<file path="config.mk">
export PLATFORM = sky130hd
export DESIGN_NAME = ps2_keyboard_tx
export DESIGN_NICKNAME = d
export VERILOG_FILES = /design/src/rtl/ps2_pkg.sv /design/src/rtl/ps2_tx_fifo.sv /design/src/rtl/ps2_keyboard_tx.sv
export SDC_FILE = /design/constraint.sdc
export NUM_CORES = 1
export LEC_CHECK = 0
export ABC_AREA = 1
export CELL_PAD_IN_SITES_DETAIL_PLACEMENT = 1
export CELL_PAD_IN_SITES_GLOBAL_PLACEMENT = 1
export CORE_ASPECT_RATIO = 0.7
export CORE_MARGIN = 4
export CORE_UTILIZATION = 36
export DETAILED_ROUTE_END_ITERATION = 8
export PLACE_DENSITY = 0.62
export SLEW_MARGIN = 5
export SYNTH_ARGS = -nofsm -noshare
export SYNTH_HDL_FRONTEND = slang
export SYNTH_SLANG_ARGS = --single-unit
</file>
<file path="constraint.sdc">
create_clock -name clk -period 3.45 [get_ports clk]
set_input_delay 0.345 -clock clk [delete_from_list [all_inputs] [get_ports clk]]
set_output_delay 0.345 -clock clk [all_outputs]
set_load 0.01 [all_outputs]
</file>
<file path="src/rtl/ps2_pkg.sv">
`default_nettype none
// +----------------------------------------------------------------------+
// | Module      : ps2_pkg                                                |
// | Description : Shared PS/2 definitions: frame length, FSM state       |
// |               encoding for the device transmitter, odd parity.       |
// | Revision    : 1.0 - initial release                                  |
// +----------------------------------------------------------------------+
package ps2_pkg;

  // start + 8 data + parity + stop
  localparam int PS2_FRAME_BITS = 11;

  // Transmitter FSM encoding
  localparam logic [1:0] ST_IDLE = 2'd0;
  localparam logic [1:0] ST_LOAD = 2'd1;
  localparam logic [1:0] ST_BIT  = 2'd2;
  localparam logic [1:0] ST_GAP  = 2'd3;

  // PS/2 parity bit: set so that data plus parity has an odd number of ones
  function automatic logic odd_parity(input logic [7:0] d);
    return ~^d;
  endfunction

endpackage
`default_nettype wire

</file>
<file path="src/rtl/ps2_tx_fifo.sv">
`default_nettype none
// +----------------------------------------------------------------------+
// | Module      : ps2_tx_fifo                                            |
// | Description : Synchronous FIFO for scan-code bytes. Registered read  |
// |               data always presents the current head; pointers carry  |
// |               one extra wrap bit to tell full from empty.            |
// | Revision    : 1.0 - initial release                                  |
// +----------------------------------------------------------------------+
module ps2_tx_fifo #(
  parameter int DEPTH = 8,
  parameter int WIDTH = 8
) (
  input  logic                     clk,
  input  logic                     resetn,
  input  logic                     i_push,
  input  logic [WIDTH-1:0]         i_data,
  input  logic                     i_pop,
  output logic [WIDTH-1:0]         o_data,
  output logic                     o_full,
  output logic                     o_empty,
  output logic [$clog2(DEPTH):0]   o_level
);

  localparam int c_AW = $clog2(DEPTH);

  logic [WIDTH-1:0] r_mem [DEPTH];
  logic [c_AW:0]    r_wptr;
  logic [c_AW:0]    r_rptr;
  logic [WIDTH-1:0] r_rd_data;
  logic             w_wr;
  logic             w_rd;

  // Same index with different wrap bits means the writer lapped the reader
  assign o_full  = (r_wptr[c_AW] != r_rptr[c_AW]) &&
                   (r_wptr[c_AW-1:0] == r_rptr[c_AW-1:0]);
  assign o_empty = (r_wptr == r_rptr);
  assign w_wr    = i_push && !o_full;
  assign w_rd    = i_pop && !o_empty;
  assign o_level = r_wptr - r_rptr;
  assign o_data  = r_rd_data;

  // Storage array; contents need no reset since the pointers gate validity
  always_ff @(posedge clk) begin
    if (w_wr) begin
      r_mem[r_wptr[c_AW-1:0]] <= i_data;
    end
  end

  // Read/write pointers
  always_ff @(posedge clk) begin
    if (!resetn) begin
      r_wptr <= '0;
      r_rptr <= '0;
    end else begin
      if (w_wr) r_wptr <= r_wptr + 1'b1;
      if (w_rd) r_rptr <= r_rptr + 1'b1;
    end
  end

  // Registered head: a byte written on one edge is visible here after the next
  always_ff @(posedge clk) begin
    if (!resetn) begin
      r_rd_data <= '0;
    end else begin
      r_rd_data <= r_mem[r_rptr[c_AW-1:0]];
    end
  end

endmodule
`default_nettype wire

</file>
<file path="src/rtl/ps2_keyboard_tx.sv">
`default_nettype none
// +----------------------------------------------------------------------+
// | Module      : ps2_keyboard_tx                                        |
// | Description : Device-side PS/2 keyboard transmitter. Buffers bytes   |
// |               in a FIFO and serialises each as an 11-bit frame on    |
// |               ps2_clk/ps2_data, honouring host inhibit.              |
// | Revision    : 1.0 - initial release                                  |
// +----------------------------------------------------------------------+
module ps2_keyboard_tx
  import ps2_pkg::*;
#(
  parameter int CLK_HALF = 50,
  parameter int GAP      = 200,
  parameter int DEPTH    = 8
) (
  input  logic                     clk,
  input  logic                     resetn,
  input  logic                     in_valid,
  input  logic [7:0]               in_data,
  output logic                     in_ready,
  input  logic                     host_inhibit,
  output logic                     ps2_clk,
  output logic                     ps2_data,
  output logic                     busy,
  output logic                     frame_done,
  output logic [$clog2(DEPTH):0]   fifo_level
);

  localparam int                    c_CNT_W    = $clog2(2 * CLK_HALF);
  localparam int                    c_GAP_W    = $clog2(GAP + 1);
  localparam logic [c_CNT_W-1:0]    c_HALF     = c_CNT_W'(CLK_HALF);
  localparam logic [c_CNT_W-1:0]    c_BIT_LAST = c_CNT_W'(2 * CLK_HALF - 1);
  localparam logic [c_GAP_W-1:0]    c_GAP_LAST = c_GAP_W'(GAP - 1);
  localparam logic [3:0]            c_LAST_BIT = 4'(PS2_FRAME_BITS - 1);

  logic [1:0]                r_state;
  logic [c_CNT_W-1:0]        r_cnt;
  logic [3:0]                r_bit;
  logic [PS2_FRAME_BITS-1:0] r_frame;
  logic [c_GAP_W-1:0]        r_gap_cnt;
  logic                      r_ps2_clk;
  logic                      r_frame_done;

  logic                      w_full;
  logic                      w_empty;
  logic [7:0]                w_head;
  logic                      w_pop;
  logic                      w_late;
  logic                      w_abort;
  logic                      w_bit_end;
  logic [c_CNT_W-1:0]        w_cnt_nxt;

  ps2_tx_fifo #(
    .DEPTH (DEPTH),
    .WIDTH (8)
  ) u_fifo (
    .clk     (clk),
    .resetn  (resetn),
    .i_push  (in_valid),
    .i_data  (in_data),
    .i_pop   (w_pop),
    .o_data  (w_head),
    .o_full  (w_full),
    .o_empty (w_empty),
    .o_level (fifo_level)
  );

  assign in_ready   = !w_full;
  assign busy       = (r_state != ST_IDLE);
  assign frame_done = r_frame_done;
  assign ps2_clk    = r_ps2_clk;
  // Bit 0 of the shift register is the bit on the wire, so data is a flop output
  assign ps2_data   = r_frame[0];

  assign w_cnt_nxt  = r_cnt + 1'b1;
  assign w_bit_end  = (r_cnt == c_BIT_LAST);
  // Once the stop bit's falling edge is out, the host has sampled the whole frame
  assign w_late     = (r_bit == c_LAST_BIT) && (r_cnt >= c_HALF);
  assign w_abort    = (r_state == ST_BIT) && host_inhibit && !w_late;
  assign w_pop      = (r_state == ST_BIT) && w_bit_end && (r_bit == c_LAST_BIT);

  // Transmit FSM with bit timing, shift register and bus drivers
  always_ff @(posedge clk) begin
    if (!resetn) begin
      r_state      <= ST_IDLE;
      r_cnt        <= '0;
      r_bit        <= '0;
      r_frame      <= '1;
      r_gap_cnt    <= '0;
      r_ps2_clk    <= 1'b1;
      r_frame_done <= 1'b0;
    end else begin
      r_frame_done <= 1'b0;
      case (r_state)
        ST_IDLE: begin
          if (!w_empty && !host_inhibit) begin
            r_state <= ST_LOAD;
          end
        end
        ST_LOAD: begin
          // Head is copied but stays in the FIFO so an aborted frame can be resent
          r_frame   <= {1'b1, odd_parity(w_head), w_head, 1'b0};
          r_bit     <= '0;
          r_cnt     <= '0;
          r_ps2_clk <= 1'b1;
          r_state   <= ST_BIT;
        end
        ST_BIT: begin
          if (w_abort) begin
            r_ps2_clk <= 1'b1;
            r_frame   <= '1;
            r_gap_cnt <= '0;
            r_state   <= ST_GAP;
          end else if (w_bit_end) begin
            if (r_bit == c_LAST_BIT) begin
              r_frame_done <= 1'b1;
              r_ps2_clk    <= 1'b1;
              r_frame      <= '1;
              r_gap_cnt    <= '0;
              r_state      <= ST_GAP;
            end else begin
              // New data is launched together with the rising clock
              r_bit     <= r_bit + 4'd1;
              r_cnt     <= '0;
              r_frame   <= {1'b1, r_frame[PS2_FRAME_BITS-1:1]};
              r_ps2_clk <= 1'b1;
            end
          end else begin
            r_cnt     <= w_cnt_nxt;
            r_ps2_clk <= (w_cnt_nxt < c_HALF);
          end
        end
        ST_GAP: begin
          if (r_gap_cnt == c_GAP_LAST) begin
            r_state <= ST_IDLE;
          end else begin
            r_gap_cnt <= r_gap_cnt + 1'b1;
          end
        end
        default: begin
          r_state <= ST_IDLE;
        end
      endcase
    end
  end

endmodule
`default_nettype wire

</file>
After elaboration in Yosys (flattened, before gate mapping) --
Memories as Yosys holds them, arrays and structs flattened. A register that Yosys moved wholly into a read port is not among the register bits. Index checks and enable logic that the tools add are counted.
Operators by class: add/subtract/negate cells 6, order comparisons 2, equal/unequal tests 18, mux-type cells 29, bitwise gates (word level) 3, reductions and logical operators 25
Operator list (number):
- $mux W8 | 4
- $mux W11 | 2
- $pmux W11 S2 | 1
- $mux W7 | 3
- $pmux W8 S2 | 1
- $pmux W7 S2 | 1
- $add A4 B1 Y4 const B | 3
- $mux W4 | 3
- $ne A2 B2 Y1 const B | 6
- $reduce_and A4 Y1 | 3
- $mux W10 | 1
- $mux W2 | 5
- $logic_and A1 B1 Y1 | 9
- $add A8 B1 Y8 const B | 1
- $eq A8 B8 Y1 const B | 1
- $pmux W2 S4 | 1
- $pmux W4 S2 | 1
- $reduce_xnor A8 Y1 | 1
- $add A7 B1 Y7 const B | 1
- $eq A7 B7 Y1 const B | 1
- $ge A7 B6 Y1 const B | 1
- $lt A7 B6 Y1 const B | 1
- $ne A3 B3 Y1 const B | 2
- $reduce_bool A2 Y1 | 3
- other kinds (16) | 27
Storage, ports and cells: register bits 42, memory bits (writable) 64, bits of input ports 12, logic and storage cells 93, memories 1
Memory list:
- u_fifo.r_mem | words 8, width 8, rd ports 1, clocked after Yosys merged registers in 1, wr ports 1, RTL line ps2_tx_fifo.sv:26 | logic [WIDTH-1:0] r_mem [DEPTH];

Logic depth before layout (Yosys ltp) --
depth in word-level cells 6, mapped depth 13

Modules after synthesis --
A second synthesis with hierarchy kept.
Second synthesis, totals: cell total of the unflattened synthesis 644, area, all modules 5636.7 µm²
By module, submodules not included:
- ps2_tx_fifo | times used 1, cells each 346, area an instance 3509.6 µm²
- ps2_keyboard_tx | times used 1, cells each 298, area an instance 2127.0 µm²

Worst setup path after synthesis --
Ideal clock, no wire load.
path type register -> register, start register u_fifo.r_rptr[1], end memory u_fifo.r_mem[2][0], enable pin, setup time 0.370 ns, data arrival time 2.050 ns, slack 1.029 ns, cell stages (with the launch flop) 11, buffers on the path 1, clock period less this slack 2.421 ns, cell sequence dfxtp_1 > inv_1 > clkbuf_1 > ha_1 > nand2_1 > nor2_2 > nand2_1 > nand2_1 > inv_1 > nand2_1 > nor2_1
On the way: longest elaborated chain between the ends 6
RTL lines:
- start: declaration | RTL line ps2_tx_fifo.sv:28 | logic [c_AW:0] r_rptr;
- start signal: assignment | RTL line ps2_tx_fifo.sv:56 | if (w_rd) r_rptr <= r_rptr + 1'b1;
- $eq A3 B3 Y1 | RTL line ps2_tx_fifo.sv:35 | (r_wptr[c_AW-1:0] == r_rptr[c_AW-1:0]);
- $logic_and A1 B1 Y1 | RTL line ps2_tx_fifo.sv:34 | assign o_full = (r_wptr[c_AW] != r_rptr[c_AW]) &&
- $logic_not A1 Y1
- net in_ready | RTL line ps2_keyboard_tx.sv:20 | output logic in_ready,
- $logic_and A1 B1 Y1 | RTL line ps2_tx_fifo.sv:37 | assign w_wr = i_push && !o_full;
- $mux W1 | RTL line ps2_tx_fifo.sv:44 | if (w_wr) begin
- $mux W1 (implied by the code) | RTL line ps2_tx_fifo.sv:45 | r_mem[r_wptr[c_AW-1:0]] <= i_data;
- end: declaration | RTL line ps2_tx_fifo.sv:26
The timed path passes the listed nets, and every way through them passes these cells.

Final worst setup path --
start register u_fifo.r_rptr[2], end output port fifo_level[3]
On the way: longest elaborated chain between the ends 1
RTL lines:
- $sub A4 B4 Y4 | RTL line ps2_tx_fifo.sv:39 | assign o_level = r_wptr - r_rptr;
- end: declaration | RTL line ps2_keyboard_tx.sv:26 | output logic [$clog2(DEPTH):0] fifo_level
No other way between the ends.

==> flow_summary.json <==
{
  "status": "complete, no violations",
  "crit_path_cell_trace": "clkinv_1, ha_1, nand2_1, o21ai_0, xor2_1, clkdlybuf4s50_1",
  "max_freq_ghz": 0.316,
  "yosysTopAreaCell": "edfxtp_1",
  "initial_core_util": 0.372,
  "cts_buffers": 17,
  "hold_viol": 0,
  "final.fill_count": 1621,
  "rsz0062_at_grt": "no",
  "netlist_area_sq_um": 5230,
  "route.detailed.drc": 0,
  "cts_root_buf": "clkbuf_16",
  "dieArea_sq_um": 16500,
  "final_net_count": 612,
  "grt_antenna_before_repair": 0,
  "crit_slowest_cell": "dfxtp_1",
  "area_delta_synth_final_pct": 19.8,
  "coreArea_sq_um": 14100,
  "worst_setup_path_start_kind": "flip-flop",
  "firstDrtPassIters": 4,
  "num_vias": 3995,
  "die_h_um": 109,
  "ys_top_cells_by_area": "edfxtp_1 (37%), dfxtp_1 (19%), nor2_1 (5.9%)",
  "overflow": 0,
  "tightestPinTransition_ps": 952,
  "arrival_ps": 2820,
  "first_iter_violations": 235,
  "place_congestion": 0.786,
  "yosysWarnings": 0,
  "portBuffers": 20,
  "clock_skew_ps": 17.7,
  "worstSkewPairLatency_ps": 420,
  "rows": 36,
  "drive_above_1_share": 0.119,
  "ant_nets": 0,
  "slew_headroom": 0.364,
  "finalCritPeriodShare": 0.918,
  "boundaryPins": 21,
  "grt_first_pass_wirelength_um": 23100,
  "syn-mean-instance-area_sq_um": 9.35,
  "synth_nets": 586,
  "leakage_nw": 2.36,
  "die_x_um": 152,
  "cts_resized": 0,
  "required_ps": 3110,
  "final_period_minus_worst_setup_slack_ps": 3170,
  "power_density_nw_per_um2": 671,
  "cp-end-kind": "output port",
  "cts_tree": "built",
  "ir_worst_vdd_mv": 0.335,
  "setup_violations": 0,
  "detail_route.wl_per_cell_um": 17.6,
  "drv_slew": 0,
  "ys.flop_type": "edfxtp_1",
  "postCtsSetupRepairBufs": 0,
  "drv_cap": 0,
  "crit_path_max_incr_delay_ps": 570,
  "wirelength_um": 13900,
  "synth_edf_count": 64,
  "crit_type": "reg -> out",
  "p_total_mw": 4.20,
  "path_max_fanout": 11,
  "cts_sinks": 113,
  "first_global_vias": 4281,
  "cts_buffer_depth": 2,
  "viasPerCell": 5.07,
  "fin_tns_setup_ps": 0,
  "synth_top_area_share": 0.368,
  "antenna_cells": 0,
  "grtUsageTotal": 0.180,
  "grt_start_max_net_pins": 36,
  "cts_hold_buf": 0,
  "path_clk_slew_ps": 50,
  "yosysUniqueCellTypes": 36,
  "min_path_type": "reg -> reg",
  "synth_cells": 559,
  "synth_seq_cells": 113,
  "dpl.hpwl_um": 9840,
  "htree_levels": 4,
  "ys_seq_area_frac": 0.555,
  "synthArstFlopShare": 0
}
cells in the mapped netlist, types with 13 or more instances:
cell / instances
nand2_1: 76
xor2_1: 13
o21ai_0: 50
o22ai_1: 16
inv_1: 34
clkbuf_1: 14
nor2_1: 82
ha_1: 14
edfxtp_1: 64
dfxtp_1: 49
a21oi_1: 28
nand3_1: 43
logic make-up (layout without fill, tap and decap cells):
| kind of cell | after synthesis | in the layout | share of synthesized area |
|---|---|---|---|
| flip-flops | 113 | 113 | 0.555 |
| AO/OA/AOI/OAI | 99 | 99 | 0.103 |
| buffers and inverters | 59 | 98 | 0.0460 |
| XOR/XNOR | 20 | 20 | 0.0335 |
| AND/OR/NAND/NOR | 253 | 253 | 0.225 |
| adder cells (fa/ha/maj) | 15 | 15 | 0.0373 |
metrics by stage:
step,instance area (sq um),hold WS [ps],util,std cells,setup WS (ps)
6_report,6260,464,0.446,788,284
3_3_place_gp,5620,444,0.400,756,744
3_5_place_dp,5620,450,0.400,756,509
2_1_floorplan,5230,433,-,559,1030
5_1_grt,6260,500,0.446,788,33.4
4_1_cts,6260,464,0.446,788,263
state kept, by name, summed over array words and instances (netlist names):
register,flops
r_state,2
frame_done,1
r_cnt,7
u_fifo.r_rptr,4
ps2_clk,1
u_fifo.r_wptr,4
r_bit,4
r_frame,10
r_gap_cnt,8
u_fifo.o_data,8
u_fifo.r_mem,64
final cells by class:
class,count,area (sq um),share of cell area
clock buffers,17,425,0.0679
inverters,39,146,0.0234
well taps,190,238,0.0379
flip-flops and latches,113,2900,0.463
repair buffers,27,253,0.0403
clock inverters,15,215,0.0344
multi-input cells,387,2080,0.333
path summary, 6_finish.rpt:
check                    from                 end  slack, ps  depth (start not counted)
max          u_fifo.r_rptr[2]       fifo_level[3]        280                          6
min                r_frame[2]          r_frame[2]        460                          2
max reg2reg  u_fifo.r_rptr[2]  u_fifo.r_mem[2][2]        450                          9
min reg2reg        r_frame[2]          r_frame[2]        460                          2
power by group:
group	internal (mW)	total, mW	switching [mW]
Combinational	0.257	0.739	0.482
Clock	1.27	1.90	0.622
Sequential	1.51	1.57	0.0560
critical path, delay by kind of cell, from the launching register on:
| kind | cells | cell delay, ps |
|---|---|---|
| buffers and inverters | 2 | 890 |
| DFF | 1 | 570 |
| adders and majority gates | 1 | 440 |
| xor gates and xnor gates | 1 | 220 |
| AOI/OAI and AO/OA | 1 | 200 |
| and+or+nand+nor | 1 | 100 |
per-layer routing:
metal  vias up  global-route usage  part of all wire
li1       1964                   -                 -
met1      1963               0.254              0.52
met2        58               0.278              0.44
met3        10              0.0456             0.036
met4         0              0.0487            0.0075
met5         -                   0                 0
cells in the final DEF (no fill, tap or decap), drive strengths merged:
| master | n |
|---|---|
| nand2 | 85 |
| fa | 1 |
| bufinv | 5 |
| clkdlybuf4s50 | 20 |
| xnor2 | 7 |
| dfxtp | 49 |
| edfxtp | 64 |
| nor2 | 90 |
| o21bai | 1 |
| nand3b | 8 |
| and3 | 1 |
| xor2 | 13 |
| clkinvlp | 3 |
| nand4 | 10 |
| nor3b | 1 |
| o21ai | 53 |
| a21oi | 29 |
| clkinv | 7 |
| clkbuf | 17 |
| ha | 14 |
| o22ai | 16 |
| nand3 | 45 |
| or2 | 10 |
| inv | 39 |
| buf | 7 |
| nor3 | 3 |
Power figures use the tool's default switching activity.
